## config.mk

```make
export PLATFORM = sky130hd
export DESIGN_NAME = comb_controller
export DESIGN_NICKNAME = d
export VERILOG_FILES = /design/src/rtl/comb_controller.sv
export SDC_FILE = /design/constraint.sdc
export NUM_CORES = 1
export LEC_CHECK = 0
export CORE_MARGIN = 2
export CORE_UTILIZATION = 42
export DETAILED_ROUTE_END_ITERATION = 8
export GPL_ROUTABILITY_DRIVEN = 1
export HOLD_SLACK_MARGIN = 0.15
export PLACE_DENSITY_LB_ADDON = 0.2
export SETUP_SLACK_MARGIN = 0.15
export SLEW_MARGIN = 20
export SYNTH_ARGS = -nofsm -noshare
export SYNTH_HDL_FRONTEND = slang
export SYNTH_SLANG_ARGS = --single-unit
```

## constraint.sdc

```tcl
create_clock -name clk -period 2.8 [get_ports clk]
set_input_delay 0.56 -clock clk [delete_from_list [all_inputs] [get_ports clk]]
set_output_delay 0.56 -clock clk [all_outputs]
set_load 0.02 [all_outputs]
```

## src/rtl/comb_controller.sv

```systemverilog
`default_nettype none
// ============================================================================
//  Module      : comb_controller
//  Description : Computes the binomial coefficient C(n,k) by walking the
//                Pascal recursion iteratively with an external stack of
//                (n,k) frames. A base frame (k==0 or k==n) adds one to the
//                accumulator; any other frame pushes (n-1,k-1) and (n-1,k).
//                Frames are pushed n-then-k and popped k-then-n.
//  Ports       : clk, rst         - clock, asynchronous active-high reset
//                start,n_in,k_in  - request, sampled only while idle
//                busy,done,err    - status (done is a one-cycle pulse)
//                result           - C(n,k), held until the next accepted start
//                stk_push,stk_pop,stk_din - stack commands (from state only)
//                stk_dout,stk_empty       - stack read word and empty flag
//  Revision    : 1.0 - initial release
// ============================================================================
module comb_controller #(
    parameter int RES_W = 13
) (
    input  logic             clk,
    input  logic             rst,
    input  logic             start,
    input  logic [3:0]       n_in,
    input  logic [3:0]       k_in,
    output logic             busy,
    output logic             done,
    output logic             err,
    output logic [RES_W-1:0] result,
    output logic             stk_push,
    output logic             stk_pop,
    output logic [3:0]       stk_din,
    input  logic [3:0]       stk_dout,
    input  logic             stk_empty
);

    typedef enum logic [3:0] {
        S_IDLE   = 4'd0,
        S_PUSH_N = 4'd1,
        S_PUSH_K = 4'd2,
        S_CHECK  = 4'd3,
        S_GET_K  = 4'd4,
        S_GET_N  = 4'd5,
        S_EVAL   = 4'd6,
        S_P1N    = 4'd7,
        S_P1K    = 4'd8,
        S_P2N    = 4'd9,
        S_P2K    = 4'd10,
        S_DONE   = 4'd11
    } state_t;

    state_t           r_state;
    state_t           w_next;
    logic [3:0]       r_n;
    logic [3:0]       r_k;
    logic [3:0]       r_n_cur;
    logic [3:0]       r_k_cur;
    logic [RES_W-1:0] r_acc;
    logic [RES_W-1:0] r_result;
    logic             r_err;
    logic             w_base;

    assign w_base = (r_k_cur == 4'd0) || (r_k_cur == r_n_cur);

    // ------------------------------------------------------------------
    // State register and datapath
    // ------------------------------------------------------------------
    always_ff @(posedge clk or posedge rst) begin
        if (rst) begin
            r_state  <= S_IDLE;
            r_n      <= 4'd0;
            r_k      <= 4'd0;
            r_n_cur  <= 4'd0;
            r_k_cur  <= 4'd0;
            r_acc    <= '0;
            r_result <= '0;
            r_err    <= 1'b0;
        end else begin
            r_state <= w_next;
            case (r_state)
                S_IDLE: begin
                    if (start) begin
                        r_n   <= n_in;
                        r_k   <= k_in;
                        r_acc <= '0;
                        r_err <= (k_in > n_in);
                        if (k_in > n_in) begin
                            r_result <= '0;
                        end
                    end
                end
                S_CHECK: begin
                    // An empty stack means every frame has been evaluated.
                    if (stk_empty) begin
                        r_result <= r_acc;
                    end
                end
                // The stack registers its read word on the pop edge, so
                // each word is captured in the state after its pop.
                S_GET_K: r_k_cur <= stk_dout;
                S_GET_N: r_n_cur <= stk_dout;
                S_EVAL: begin
                    if (w_base) begin
                        r_acc <= r_acc + RES_W'(1);
                    end
                end
                default: ;
            endcase
        end
    end

    // ------------------------------------------------------------------
    // Next-state and stack command decode
    // ------------------------------------------------------------------
    always_comb begin
        w_next   = r_state;
        stk_push = 1'b0;
        stk_pop  = 1'b0;
        stk_din  = 4'd0;
        case (r_state)
            S_IDLE: begin
                if (start) begin
                    w_next = (k_in > n_in) ? S_DONE : S_PUSH_N;
                end
            end
            S_PUSH_N: begin
                stk_push = 1'b1;
                stk_din  = r_n;
                w_next   = S_PUSH_K;
            end
            S_PUSH_K: begin
                stk_push = 1'b1;
                stk_din  = r_k;
                w_next   = S_CHECK;
            end
            S_CHECK: begin
                if (stk_empty) begin
                    w_next = S_DONE;
                end else begin
                    stk_pop = 1'b1;
                    w_next  = S_GET_K;
                end
            end
            S_GET_K: begin
                stk_pop = 1'b1;
                w_next  = S_GET_N;
            end
            S_GET_N: w_next = S_EVAL;
            S_EVAL:  w_next = w_base ? S_CHECK : S_P1N;
            // Non-base frames are never k==0, so k_cur-1 cannot wrap.
            S_P1N: begin
                stk_push = 1'b1;
                stk_din  = r_n_cur - 4'd1;
                w_next   = S_P1K;
            end
            S_P1K: begin
                stk_push = 1'b1;
                stk_din  = r_k_cur - 4'd1;
                w_next   = S_P2N;
            end
            S_P2N: begin
                stk_push = 1'b1;
                stk_din  = r_n_cur - 4'd1;
                w_next   = S_P2K;
            end
            S_P2K: begin
                stk_push = 1'b1;
                stk_din  = r_k_cur;
                w_next   = S_CHECK;
            end
            S_DONE:  w_next = S_IDLE;
            default: w_next = S_IDLE;
        endcase
    end

    assign busy   = (r_state != S_IDLE);
    assign done   = (r_state == S_DONE);
    assign err    = r_err;
    assign result = r_result;

endmodule
`default_nettype wire

```

* After elaboration in Yosys (flattened, before gate mapping)
Cells that the tools add are included.
** Word-level totals
- Register bits after elaboration :: 47
- Output and inout bits :: 22
** Cells by class
- Muxes and demuxes :: 16
- $lt $le $gt $ge :: 1
- Equal/unequal tests :: 16
- Reduce and logical (&&, ||, !) cells :: 12
- Add/subtract/negate cells :: 3
** Operators with widths (count)
- $mux W13 :: 5
- $pmux W13 S2 :: 2
- $pmux W4 S10 :: 1
- $pmux W4 S5 :: 1
- $eq A4 B3 Y1 const B :: 4
- $eq A4 B4 Y1 const B :: 4
- $add A13 B1 Y13 const B :: 1
- $mux W4 :: 3
- $eq A4 B2 Y1 const B :: 2
- $logic_not A4 Y1 :: 2
- $ne A2 B2 Y1 const B :: 4
- $sub A4 B1 Y4 const B :: 2
- $reduce_or A6 Y1 :: 1
- $eq A4 B1 Y1 const B :: 1
- $eq A4 B4 Y1 :: 1
- $gt A4 B4 Y1 :: 1
- $reduce_and A4 Y1 :: 1
- $reduce_bool A2 Y1 :: 2
- $reduce_bool A4 Y1 :: 1
- $reduce_or A2 Y1 :: 2
- $mux W3 :: 1
- $reduce_and A3 Y1 :: 1
- $mux W1 :: 2
- $pmux W1 S2 :: 1
- other kinds (2) :: 2

* Depth between registers and ports, before layout
- Word-level depth :: 4
- Depth in mapped cells :: 8
- Depth with buffers taken out :: 7

* Worst setup path after synthesis
No wires, ideal clock.
- Path type :: flip-flop to output port
- Start point :: reg r_state[2]
- End point :: out stk_din[1]
- Required time :: 2240 ps
- Setup slack :: 624 ps
- Cell stages (with the launch flop) :: 7
- Path buffers :: 1
- Arrival time :: 1616 ps
- Cell sequence :: dfrtp_1 > buf_2 > and2_1 > and2_1 > o21ai_1 > mux2i_1 > o22ai_1
** Between the ends
- Cells in the longest elaborated chain, start to end :: 3
- Elaborated cells between the ends (all ways) :: 8
** RTL lines
- start: declaration :: RTL line 51 : state_t r_state;
- start signal: assignment :: RTL line 78 : r_state <= w_next;
- $eq A4 B4 Y1 / $eq A4 B3 Y1 (equally long branches) :: RTL line 119 : case (r_state)
- $reduce_or A2 Y1 (no source line)
- $pmux W4 S5 * :: RTL line 119
- end: declaration :: RTL line 31 : output logic [3:0] stk_din,
Mark *: on every way between the ends. The rest lies on a longest branch, timed or not.

* Worst setup path after layout
- Start point :: reg r_state[1]
- End point :: out stk_din[2]
The elaborated chain is that of the path after synthesis.

==> summary.md <==
| Metric | Value |
|---|---|
| Number of inserted diodes | 0 |
| Final setup violation count | 0 |
| Maximum clock skew at final layout | 0.01203 ns |
| Quantity of hold-fixing buffers added after cts | 0 |
| Chip width | 83.21 um |
| Cells after Synth | 268 |
| Max Fclk | 389.3 MHz |
| Worst R2R Setup Slack | 0.60 ns |
| Synth Area per Inst | 9.832 um^2 |
| Critical path endpoint category | output port |
| Via count | 2093 |
| Routed wire length | 6047 um |
| Aggregate negative setup slack | 0 ns |
| Layout cell share with drive strength beyond 1 | 13.77% |
| Normalized max-slew margin | 58.70% |
| Grt total ovfl | 0 |
| Combined area of the multi-input logic cells | 1335 um^2 |
| Met3 demand-to-capacity share in global routing | 3.777% |
| Async SR Flop Fraction | 100.0% |
| Area of the core | 5991 um^2 |
| Final Max Slew Viols | 0 |
| Outcome | finished, final reports clean |
| Area Overhead vs Synth | 21.84% |
| Combined buffer and inverter count along the critical path | 1 |
| Filler cells | 567 |
| RSZ-0062 raised after global routing | true |
| Worst path arrival time | 2.01 ns |
| Clock H-tree levels | 2 |
| 1st-pass router iterations | 4 |
| Routed wire per std cell | 15.91 um |
| Synth top area share | 44.63% |
| Final hold violation count | 0 |
| Global-route total usage across every layer | 17.86% |
| Clock root cell | clkbuf_8 |
| Clock insertion delay at the later pin of the skew report | 0.31 ns |
| Dominant register cell in the synthesized netlist | dfrtp_1 |
| Starting density of the core | 43.98% |
| Reg2Reg Depth | 6 |
| Period minus WS final | 2.569 ns |
| Number of placement rows | 28 |
| Worst-path maximum fanout | 5 |
| Endpoint with the worst hold slack | r_n[0] |
| Number of buffers added on ports | 37 |
| I/O Pins | 38 |
| Max stage delay cell, worst path | dfrtp_2 |
| Initial antenna violation count | 0 |
| Die area | 6923 um^2 |
| Final Net Count | 325 |
| HPWL after detailed placement | 4387 um |
| Peak supply drop | 0.4634 mV |
| Startpoint of the most critical register-to-register path | r_state[3] |
| Start point of the worst hold path | r_n[0] |
| Crit Path Class | reg -> out |
| Clock transition at path regs | 0.09 ns |
| Unique cell type count in the Yosys netlist | 54 |
| Largest incremental delay on the critical path | 0.45 ns |
| Number of enable flip-flop cells after synthesis | 0 |
| Total power divided by cell area | 892.3 nW/um^2 |
| Post-route DRC violation count | 0 |
| Post-synthesis cell type with the largest combined area | dfrtp_1 |
| Tightest Pin Transition | 0.6147 ns |
| Overall Power | 2.865 mW |
| Chip height | 83.21 um |
| TritonCTS Buffers | 5 |
| Number of DRC markers in iteration 0 | 112 |
| Max cap viols | 0 |
| Seq/Total Area, Yosys | 44.63% |
| Critical Path Start Type | flop |
| End of the worst register-to-register path | result[4] |
| Total leakage power | 1.433 nW |
| Final weighted congestion in routability-driven placement | 0.7830 |
| Data required time of the critical path | 2.24 ns |
| Final ANT Viol Nets | 0 |
| Classification of the worst-slack hold path | reg -> reg |
| Series of cell instances along the critical path | and2_1, and2_1, o21ai_4, mux2i_1, o22ai_1, dlygate4sd2_1 |
| TritonCTS clock tree | built |
| Post-synthesis register bit count | 47 |
| Sinks on the clock net | 47 |
| Number of warnings reported in the yosys synthesis log | 0 |
| Number of global-route vias before repair | 2150 |
| Largest net degree at the start of global routing | 18 |
| Layer with the highest usage after global routing | met2 |
| Crit-path leading delay family | flip-flops |
| Final clock period utilization by the worst path | 91.74% |
| Global-route track usage on met1 | 23.60% |
| Cell with the most instances on the worst path | and2_1 |
| Synth Net Count | 289 |
| Bufs on Longest Clock Path | 2 |
| Wire length of the first global-routing pass | 10140 um |
| Average vias per placed instance | 5.508 |
| Grt met2 use | 29.33% |
| Post-synth design cell area | 2635 um^2 |
| Register Area | 1177 um^2 |
| Worst hold stages | 2 |
| Dominant cells by area after synthesis | dfrtp_1, a22o_1, mux2_2 |
-- registers in the layout, summed over array words and instances, names as in the netlist --
| name | cells |
|---|---|
| err | 1 |
| r_acc | 13 |
| r_k | 4 |
| r_k_cur | 4 |
| r_n | 4 |
| r_n_cur | 4 |
| r_state | 4 |
| result | 13 |
-- cell families after synthesis --
group           share of synthesized area [%]
xor+xnor                                3.989
flops                                   44.63
buf+inv                                 5.745
mux                                     5.413
fa+ha+maj                               2.374
simple gates                            16.29
compound gates                          21.56
-- worst max path at each step --
stage | endpoint | cells past startpoint | slack (ns) | from
floorplan | stk_din[1] | 6 | 0.62 | r_state[2]
global placement | result[1] | 8 | 0.02 | n_in[1]
detailed placement | result[8] | 8 | -0.04 | n_in[1]
CTS | stk_din[3] | 6 | 0.18 | r_state[1]
global route | stk_din[2] | 6 | 0.12 | r_state[1]
finish | stk_din[2] | 6 | 0.23 | r_state[1]
-- layer usage --
metal	vias to the layer above	part of all wire, %
li1	1033	-
met1	1015	49
met2	37	47
met3	8	3.0
met4	0	1.3
met5	-	0
-- worst min-delay path, delay by kind of cell, from the launching register on --
kind,cells,cell delay [ns]
AND/OR/NAND/NOR,2,0.11
flip-flops,1,0.35
-- through the flow --
stage                     instance area, um^2  hold WS (ns)  setup WS [ns]  util [%]  std cells
final                                    3211        0.4923         0.2314     53.59        380
after global routing                     3211        0.5154         0.1240     53.59        380
after CTS                                3187        0.4872         0.1758     53.20        380
after detailed placement                 3072        0.4634       -0.04479     51.27        372
after global placement                   3072        0.4590        0.01700     51.27        372
after floorplan                          2635        0.4461         0.6245         -        268
-- repair_timing --
action | CTS | global route
gates resized for setup | 8 | 5
buffers inserted | 0 | 0
setup endpoints to repair | 5 | 15
-- cell type report --
cell class                 count  area share [%]
inverter                      13           1.520
multi-input combinational    190           41.58
tap                           75           2.923
sequential                    47           36.67
clock inverter                 3           1.364
timing repair buffer          47           13.80
clock buffer                   5           2.143
-- placed cells by master (no fill, tap or decap), types with 4 or more instances in the layout --
master | netlist | final
dlygate4sd2_1 | 0 | 4
xnor2_1 | 9 | 9
and2_1 | 4 | 4
nand3_1 | 4 | 4
a22oi_1 | 4 | 4
nand2b_1 | 5 | 5
clkdlybuf4s50_1 | 0 | 31
buf_4 | 1 | 10
nor3_1 | 5 | 5
a21o_1 | 4 | 4
nand4_1 | 5 | 5
a22o_1 | 14 | 14
a21oi_1 | 13 | 13
o22ai_1 | 6 | 6
o21ai_0 | 4 | 4
dfrtp_1 | 47 | 46
inv_1 | 13 | 12
nor2_1 | 24 | 24
ha_1 | 5 | 5
nand2_1 | 23 | 23
clkbuf_8 | 0 | 5
mux2_2 | 10 | 10
o21ai_1 | 5 | 4
-- cells in the mapped netlist (all sizes together) (4+ instances only) --
cell     n
and2     4
a21o     4
a22oi    4
nand3    4
a22o    14
inv     13
dfrtp   47
a21oi   15
xnor2    9
buf     11
mux2    10
a211oi   4
nor2    24
nand2   24
clkbuf   7
ha       5
o21ai    9
nand2b   5
nand4    5
o22ai    6
nor3     6
-- where the power goes --
group,internal [mW],switching (mW)
logic,0.583,0.754
registers,0.839,0.184
clock network,0.266,0.239
Note: power is estimated with default switching activity, not from simulation.
